==> src/rtl/wb_pipe_pkg.sv <==
// Shared types and helpers for the elastic write-back pipeline register.
// Default widths here seed the parameters of wb_pipe_regs.
package wb_pipe_pkg;

    localparam int WB_DATA_WIDTH        = 64;
    localparam int WB_REG_INDEX_BITS    = 5;
    localparam int WB_THREAD_INDEX_BITS = 3;
    localparam int DEPTH_MAX            = 8;

    typedef struct packed {
        logic                            write_back_flag;
        logic [WB_REG_INDEX_BITS-1:0]    reg_index;
        logic [WB_THREAD_INDEX_BITS-1:0] thread_index;
        logic [WB_DATA_WIDTH-1:0]        data;
    } wb_entry_t;

    function automatic int occ_width(input int depth);
        return $clog2(depth + 1);
    endfunction

endpackage

==> src/rtl/wb_pipe_slot.sv <==
// One stage of the write-back pipeline: a valid bit plus an opaque payload.
// kill qualifies whatever entry the slot will hold after this edge.
module wb_pipe_slot
    import wb_pipe_pkg::*;
#(
    parameter int WIDTH = 1
) (
    input  logic             clk,
    input  logic             reset,
    input  logic             load,
    input  logic             advance_out,
    input  logic             kill,
    input  logic [WIDTH-1:0] d,
    output logic             valid,
    output logic [WIDTH-1:0] q
);

    always_ff @(posedge clk) begin
        if (reset) begin
            valid <= 1'b0;
            q     <= '0;
        end else if (load) begin
            valid <= !kill;
            q     <= d;
        end else if (advance_out || kill) begin
            valid <= 1'b0;
        end
    end

endmodule

==> src/rtl/wb_pipe_regs.sv <==
// Elastic DEPTH-stage write-back pipeline with bubble collapsing, per-thread
// flush and forwarding lookup. Optional stall counter: WB_PIPE_STALL_CNT_EN.
module wb_pipe_regs
    import wb_pipe_pkg::*;
#(
    parameter int DATA_WIDTH        = WB_DATA_WIDTH,
    parameter int REG_INDEX_BITS    = WB_REG_INDEX_BITS,
    parameter int THREAD_INDEX_BITS = WB_THREAD_INDEX_BITS,
    parameter int DEPTH             = 2
) (
    input  logic                          clk,
    input  logic                          reset,
    input  logic                          in_valid,
    output logic                          in_ready,
    input  logic                          in_write_back_flag,
    input  logic [REG_INDEX_BITS-1:0]     in_reg_index,
    input  logic [THREAD_INDEX_BITS-1:0]  in_thread_index,
    input  logic [DATA_WIDTH-1:0]         in_data,
    output logic                          out_valid,
    input  logic                          out_ready,
    output logic                          out_write_back_flag,
    output logic [REG_INDEX_BITS-1:0]     out_reg_index,
    output logic [THREAD_INDEX_BITS-1:0]  out_thread_index,
    output logic [DATA_WIDTH-1:0]         out_data,
    input  logic                          flush_valid,
    input  logic [THREAD_INDEX_BITS-1:0]  flush_thread_index,
    input  logic [REG_INDEX_BITS-1:0]     fwd_reg_index,
    input  logic [THREAD_INDEX_BITS-1:0]  fwd_thread_index,
    output logic                          fwd_hit,
    output logic [DATA_WIDTH-1:0]         fwd_data,
`ifdef WB_PIPE_STALL_CNT_EN
    input  logic                          stall_count_clr,
    output logic [31:0]                   stall_count,
`endif
    output logic [occ_width(DEPTH)-1:0]   occupancy
);

    localparam int OCC_W = occ_width(DEPTH);

    typedef struct packed {
        logic                         write_back_flag;
        logic [REG_INDEX_BITS-1:0]    reg_index;
        logic [THREAD_INDEX_BITS-1:0] thread_index;
        logic [DATA_WIDTH-1:0]        data;
    } entry_t;

    localparam int ENTRY_W = $bits(entry_t);

    if (DEPTH < 1 || DEPTH > DEPTH_MAX) begin : g_bad_depth
        $error("wb_pipe_regs: DEPTH out of range");
    end

    entry_t             in_entry;
    entry_t             src   [DEPTH];
    entry_t             stage [DEPTH];
    logic [DEPTH-1:0]   valid;
    logic [DEPTH-1:0]   adv;
    logic [DEPTH-1:0]   load;
    logic [DEPTH-1:0]   kill;

    assign in_entry = '{write_back_flag: in_write_back_flag,
                        reg_index:       in_reg_index,
                        thread_index:    in_thread_index,
                        data:            in_data};

    for (genvar i = 0; i < DEPTH; i++) begin : g_slot
        if (i == 0) begin : g_src_in
            assign src[i] = in_entry;
        end else begin : g_src_prev
            assign src[i] = stage[i-1];
        end

        wb_pipe_slot #(.WIDTH(ENTRY_W)) u_slot (
            .clk         (clk),
            .reset       (reset),
            .load        (load[i]),
            .advance_out (adv[i]),
            .kill        (kill[i]),
            .d           (src[i]),
            .valid       (valid[i]),
            .q           (stage[i])
        );
    end

    // Advance chain runs oldest-to-youngest so holes are filled in one cycle.
    always_comb begin
        adv      = '0;
        load     = '0;
        kill     = '0;
        in_ready = 1'b0;
        adv[DEPTH-1] = valid[DEPTH-1] && out_ready;
        for (int i = DEPTH - 2; i >= 0; i--) begin
            adv[i] = valid[i] && (!valid[i+1] || adv[i+1]);
        end
        in_ready = !valid[0] || adv[0];
        load[0]  = in_valid && in_ready;
        for (int i = 1; i < DEPTH; i++) begin
            load[i] = adv[i-1];
        end
        // Flush compares against the entry the slot will hold after the edge.
        for (int i = 0; i < DEPTH; i++) begin
            kill[i] = flush_valid &&
                      ((load[i] ? src[i].thread_index : stage[i].thread_index)
                       == flush_thread_index);
        end
    end

    // Scan oldest first so the youngest match overwrites.
    always_comb begin
        fwd_hit  = 1'b0;
        fwd_data = '0;
        for (int i = DEPTH - 1; i >= 0; i--) begin
            if (valid[i] && stage[i].write_back_flag &&
                stage[i].reg_index == fwd_reg_index &&
                stage[i].thread_index == fwd_thread_index) begin
                fwd_hit  = 1'b1;
                fwd_data = stage[i].data;
            end
        end
    end

    always_comb begin
        occupancy = '0;
        for (int i = 0; i < DEPTH; i++) begin
            occupancy = occupancy + OCC_W'(valid[i]);
        end
    end

    assign out_valid           = valid[DEPTH-1];
    assign out_write_back_flag = stage[DEPTH-1].write_back_flag;
    assign out_reg_index       = stage[DEPTH-1].reg_index;
    assign out_thread_index    = stage[DEPTH-1].thread_index;
    assign out_data            = stage[DEPTH-1].data;

`ifdef WB_PIPE_STALL_CNT_EN
    always_ff @(posedge clk) begin
        if (reset || stall_count_clr) begin
            stall_count <= '0;
        end else if (out_valid && !out_ready && stall_count != 32'hFFFF_FFFF) begin
            stall_count <= stall_count + 32'd1;
        end
    end
`endif

endmodule

==> config.mk <==
export PLATFORM = sky130hd
export DESIGN_NAME = wb_pipe_regs
export DESIGN_NICKNAME = d
export VERILOG_FILES = /design/src/rtl/wb_pipe_pkg.sv /design/src/rtl/wb_pipe_slot.sv /design/src/rtl/wb_pipe_regs.sv
export SDC_FILE = /design/constraint.sdc
export NUM_CORES = 1
export LEC_CHECK = 0
export BUFFER_PORTS_ARGS = -buffer_cell sky130_fd_sc_hd__clkbuf_2
export CORE_MARGIN = 4
export CORE_UTILIZATION = 30
export CTS_BUF_LIST = sky130_fd_sc_hd__clkbuf_16
export CTS_CLUSTER_DIAMETER = 80
export DETAILED_ROUTE_END_ITERATION = 8
export GPL_TIMING_DRIVEN = 1
export PLACE_DENSITY = 0.63
export SLEW_MARGIN = 20
export SYNTH_ARGS = -nofsm -noshare
export SYNTH_HDL_FRONTEND = slang
export SYNTH_HIERARCHICAL = 1
export SYNTH_SLANG_ARGS = --single-unit
==> constraint.sdc <==
create_clock -name clk -period 2.9 [get_ports clk]
set_input_delay 0.435 -clock clk [delete_from_list [all_inputs] [get_ports clk]]
set_output_delay 0.435 -clock clk [all_outputs]
set_load 0.05 [all_outputs]
# Yosys cells after proc, flatten, opt, wreduce, memory -nomap -nowiden
# Index checks and enable logic that the tools add are counted.
dict set report op_classes {
  eq_ne 6
  reduce_logical 21
  addsub 1
  muxes 10
}
# cell n
set op_table {}
lappend op_table {{2-to-1 mux 64 bit} 2}
lappend op_table {{== test 3 bit} 4}
lappend op_table {{logical AND 1 bit} 11}
lappend op_table {{== test 5 bit} 2}
lappend op_table {{2-to-1 mux 1 bit} 6}
lappend op_table {{2-to-1 mux 3 bit} 2}
lappend op_table {{logical NOT 1 bit} 4}
lappend op_table {{logical OR 1 bit} 4}
lappend op_table {{nonzero test 2 bit} 2}
lappend op_table {{adder 1 x 1 -> 2 bit} 1}
dict set report totals {
  output_inout_bits 142
  register_bits 148
}

# Depth between registers and ports, before layout
dict set report depth {
  ltp_word 11
  ltp_mapped 8
  depth_no_buf 7
}

# Cells and area by module
# Netlist, hierarchy kept.
# module n_inst area_per_inst_um2 cells_each
set by_module_without_submodules {}
lappend by_module_without_submodules {wb_pipe_slot 2 2640.0 239}
lappend by_module_without_submodules {wb_pipe_regs 1 1346.3 260}

# Least setup slack after synthesis
# OpenSTA, ideal clock, no wires.
dict set report synth_timing {
  path_kind {register to output}
  startpoint {reg g_slot[1].u_slot.q[64]}
  endpoint {out fwd_data[10]}
  slack_ns -0.044
  stages_incl_launch_ff 7
  arrival_ns 2.509
  required_ns 2.465
  path_cell_list {dfxtp_1 xnor2_1 nand3_1 nor3_1 buf_2 nand2_1 o21ai_0}
}
dict set report synth_via {
  elab_chain_len 4
}
# element line_no
set synth_rtl {}
lappend synth_rtl {{from (decl)} wb_pipe_slot.sv:15} ;# output logic [WIDTH-1:0] q
lappend synth_rtl {{from (signal assigned)} wb_pipe_slot.sv:21} ;# q <= '0;
lappend synth_rtl {{from (signal assigned)} wb_pipe_slot.sv:24} ;# q <= d;
lappend synth_rtl {{== test 3 bit} wb_pipe_regs.sv:115} ;# stage[i].thread_index == fwd_thread_index) begin
lappend synth_rtl {{logical AND 1 bit} wb_pipe_regs.sv:114} ;# stage[i].reg_index == fwd_reg_index &&
lappend synth_rtl {{2-to-1 mux 64 bit (2 in series)} wb_pipe_regs.sv:113} ;# if (valid[i] && stage[i].write_back_flag &&
lappend synth_rtl {{to (decl)} wb_pipe_regs.sv:30} ;# output logic [DATA_WIDTH-1:0] fwd_data,
# No other way between the ends.

# Final worst setup path
dict set report layout_timing {
  startpoint {reg g_slot[0].u_slot.q[71]}
  endpoint {out fwd_data[49]}
}
dict set report layout_via {
  elab_chain_len 4
}
# element line_no
set layout_rtl {}
lappend layout_rtl {{from (decl)} wb_pipe_slot.sv:15}
lappend layout_rtl {{from (signal assigned)} wb_pipe_slot.sv:21}
lappend layout_rtl {{from (signal assigned)} wb_pipe_slot.sv:24}
lappend layout_rtl {{== test 5 bit} wb_pipe_regs.sv:114}
lappend layout_rtl {{logical AND 1 bit} wb_pipe_regs.sv:113}
lappend layout_rtl {{logical AND 1 bit} wb_pipe_regs.sv:114}
lappend layout_rtl {{2-to-1 mux 64 bit} wb_pipe_regs.sv:113}
# No other way between the ends.

==> flow_summary.toml <==
[final_layout]
nNetsFinal = 1041
antennaDiodeCount = 0
final_cell_mix = "clkbuf_2 (228), mux2i_1 (152), nor2_1 (148), dfxtp_1 (148), nand2_1 (129)"
syn_to_final_growth_pct = 28.2
layout_commonest_cell = "clkbuf_2"
stdcell_count = 1243
drive_gt1_share_pct = 29.7

[setup_path]
cp.arrival_ns = 2.29
cp.required_ns = 2.47
r2r_slack_ns = 0.81
timing.rr.start = "g_slot[1].u_slot/valid"
critical_path.cell_chain = "xnor2_1, nand4_1, nor3_4, buf_4, buf_12, nand2_1, o21ai_1, clkbuf_2"
timing.rr.end = "g_slot[1].u_slot/q[47]"
timing.critical_path.from = "g_slot[0].u_slot/q[71]"
critPathCapture = "fwd_data[49]"
crit_buf_inv = 3
path_depth = 8
max_stage_delay_ns = 0.33
critPathSlowestCell = "dfxtp_1"
reg2reg_depth = 6
start_kind = "flop"
crit_fanout = 36
criticalPathCategory = "reg2out"
crit_path_end_kind = "output port"
cp_top_family = "buffers and inverters"

[routing]
firstDrtPassIters = 4
wirelength_um = 18200
post_drt_via_cell_ratio = 4.52
vias = 5613
post-route-drc-count = 0
route.top_layer_used = "met4"
ant_nets = 0
route.met3.wl_um = 1040
drt-met1-wl_um = 8220
drt_iter0_markers = 315
route.met2.wl_um = 8600
routedWlPerCell_um = 14.6

[die]
fp.coreArea_mm2 = 0.0218
start_util_pct = 30.5
die_w_um = 157
die_y_um = 157
num_rows = 54
ioPinCount = 231
die_area_mm2 = 0.0245

[global_routing]
track_usage_pct = 14.4
grt_pass1_wl_um = 28000
grt_max_degree = 61
antenna_found_initial = 0
grt_pass1_vias = 5387
grt_overflow = 0

[sta]
worst_slack_ns = 0.175
max_freq_ghz = 0.367
rsz0062_at_grt = "yes"
setup_viol = 0
period_share_pct = 94.0
period_minus_slack_ns = 2.72
worst_hold_slack_ns = 0.257
fin_worst_skew_ns = 0.00804
max_slew_margin_pct = 52.4
hold_viol = 0
final_max_slew_viol_count = 0
worstMarginPinSlew_ns = 0.714

[synth]
synth_seq_cells = 148
synth.avg_cell_area_um2 = 8.98
synth_ff_type = "dfxtp_1"
synth_cell_types = 28
netlist_area_mm2 = 0.00663
ys_seq_area_share_pct = 44.7
yosys_warnings = 6
synth_nets = 828
synth_edf_count = 0
synth_async_sr_flop_share_pct = 0
synthCells = 738

[power]
power_leakage_uw = 0.00392
power_uw = 4740
ir_worst_vdd_uv = 333
p_per_area_mw_per_mm2 = 559

[run]
maxCapViolCount = 0

[clock_tree]
clock_path_buffers = 2
path_clk_slew_ns = 0.06
clk_latency_ns = 0.41
cts_buffers = 17
cts.sinks = 148
cts_tree = "yes"
ctsHtreeMaxLevel = 4
root_buffer = "clkbuf_16"

[placement]
io_buffers = 230
dp.cells = 1208
place_congestion = 0.787
dp.final_hpwl_um = 12900
place_ws_ns = 0.242

[outcome]
status = "finished clean"

[min_path]
hp-class = "in2reg"
-- where the power goes --
part           internal (uW)  switching (uW)
Clock                   1060             830
Combinational            247             383
Sequential              2140            84.3
-- kinds of logic (layout without fill, tap and decap cells) --
kind of cell	Yosys count	count (layout)	synth area share [%]
multiplexers	152	152	23.0
flip-flops	148	148	44.7
buffers and inverters	56	281	6.36
XOR/XNOR	22	22	2.91
AND/OR/NAND/NOR	292	292	17.2
adder cells (fa/ha/maj)	1	1	0.189
AO/OA/AOI/OAI	67	67	5.70
-- cell type report --
class                   instances  area (um^2)
clock buffers                  17          425
clock inverters                14         76.3
fillers                      2208        13300
inverters                       3         16.3
multi-input cells             534         3260
flip-flops and latches        148         2960
well taps                     280          350
repair buffers                247         1400
-- stage by stage --
| stage | utilization (%) | setup TNS [ns] | cell area, um^2 |
|---|---|---|---|
| after global routing | 39.0 | -0.000931 | 8490 |
| final | 39.0 | 0 | 8490 |
| after CTS | 38.7 | 0 | 8430 |
| after global placement | 36.4 | 0 | 7920 |
| after floorplan | - | 0 | 6630 |
| after detailed placement | 36.4 | 0 | 7920 |
-- synthesized netlist by cell type (all sizes together), types with 3 or more instances --
library cell	number	area share [%]
inv	3	0.17
mux2i	152	23
clkbuf	11	0.68
nand3	4	0.30
xor2	6	0.79
buf	42	5.5
nand2	129	7.3
nor2	148	8.4
dfxtp	148	45
xnor2	16	2.1
o21ai	65	5.5
-- state kept, by name, summed over array words and instances, names as in the netlist --
| register | flops |
|---|---|
| g_slot.u_slot/q | 146 |
| g_slot.u_slot/valid | 2 |
-- worst register-to-register path, cell delays in order (launching register included) --
cell	delay [ns]
dfxtp_1	0.47
inv_1	0.07
o21ai_1	0.42
inv_4	0.39
buf_4	0.35
mux2i_1	0.19
nor2_1	0.06
-- what timing repair did --
action | in CTS | in global routing
endpoints found under the setup margin | 3 | 56
gates resized for setup | 1 | 5
hold buffers | 0 | 0
buffers inserted | 0 | 3
pin swaps | 0 | 1
gates cloned | 0 | 1
-- routing by layer --
layer  up-vias  track usage (%)
li1       2863                -
met1      2584             18.3
met2       144             23.5
met3        22             3.87
met4         0             5.12
met5         -                0
-- worst min-delay path by stage --
stage                                start                     end  slack [ns]  cells past startpoint
finish                          in_data[2]   g_slot[0].u_slot/q[2]        0.26                      3
CTS                             in_data[2]   g_slot[0].u_slot/q[2]        0.23                      3
floorplan           g_slot[0].u_slot/q[72]  g_slot[0].u_slot/q[72]        0.48                      2
global placement     g_slot[0].u_slot/q[2]   g_slot[0].u_slot/q[2]        0.50                      2
detailed placement  g_slot[0].u_slot/q[22]  g_slot[0].u_slot/q[22]        0.51                      2
global route                    in_data[6]   g_slot[0].u_slot/q[6]        0.24                      3
Power figures use the tool's default switching activity.
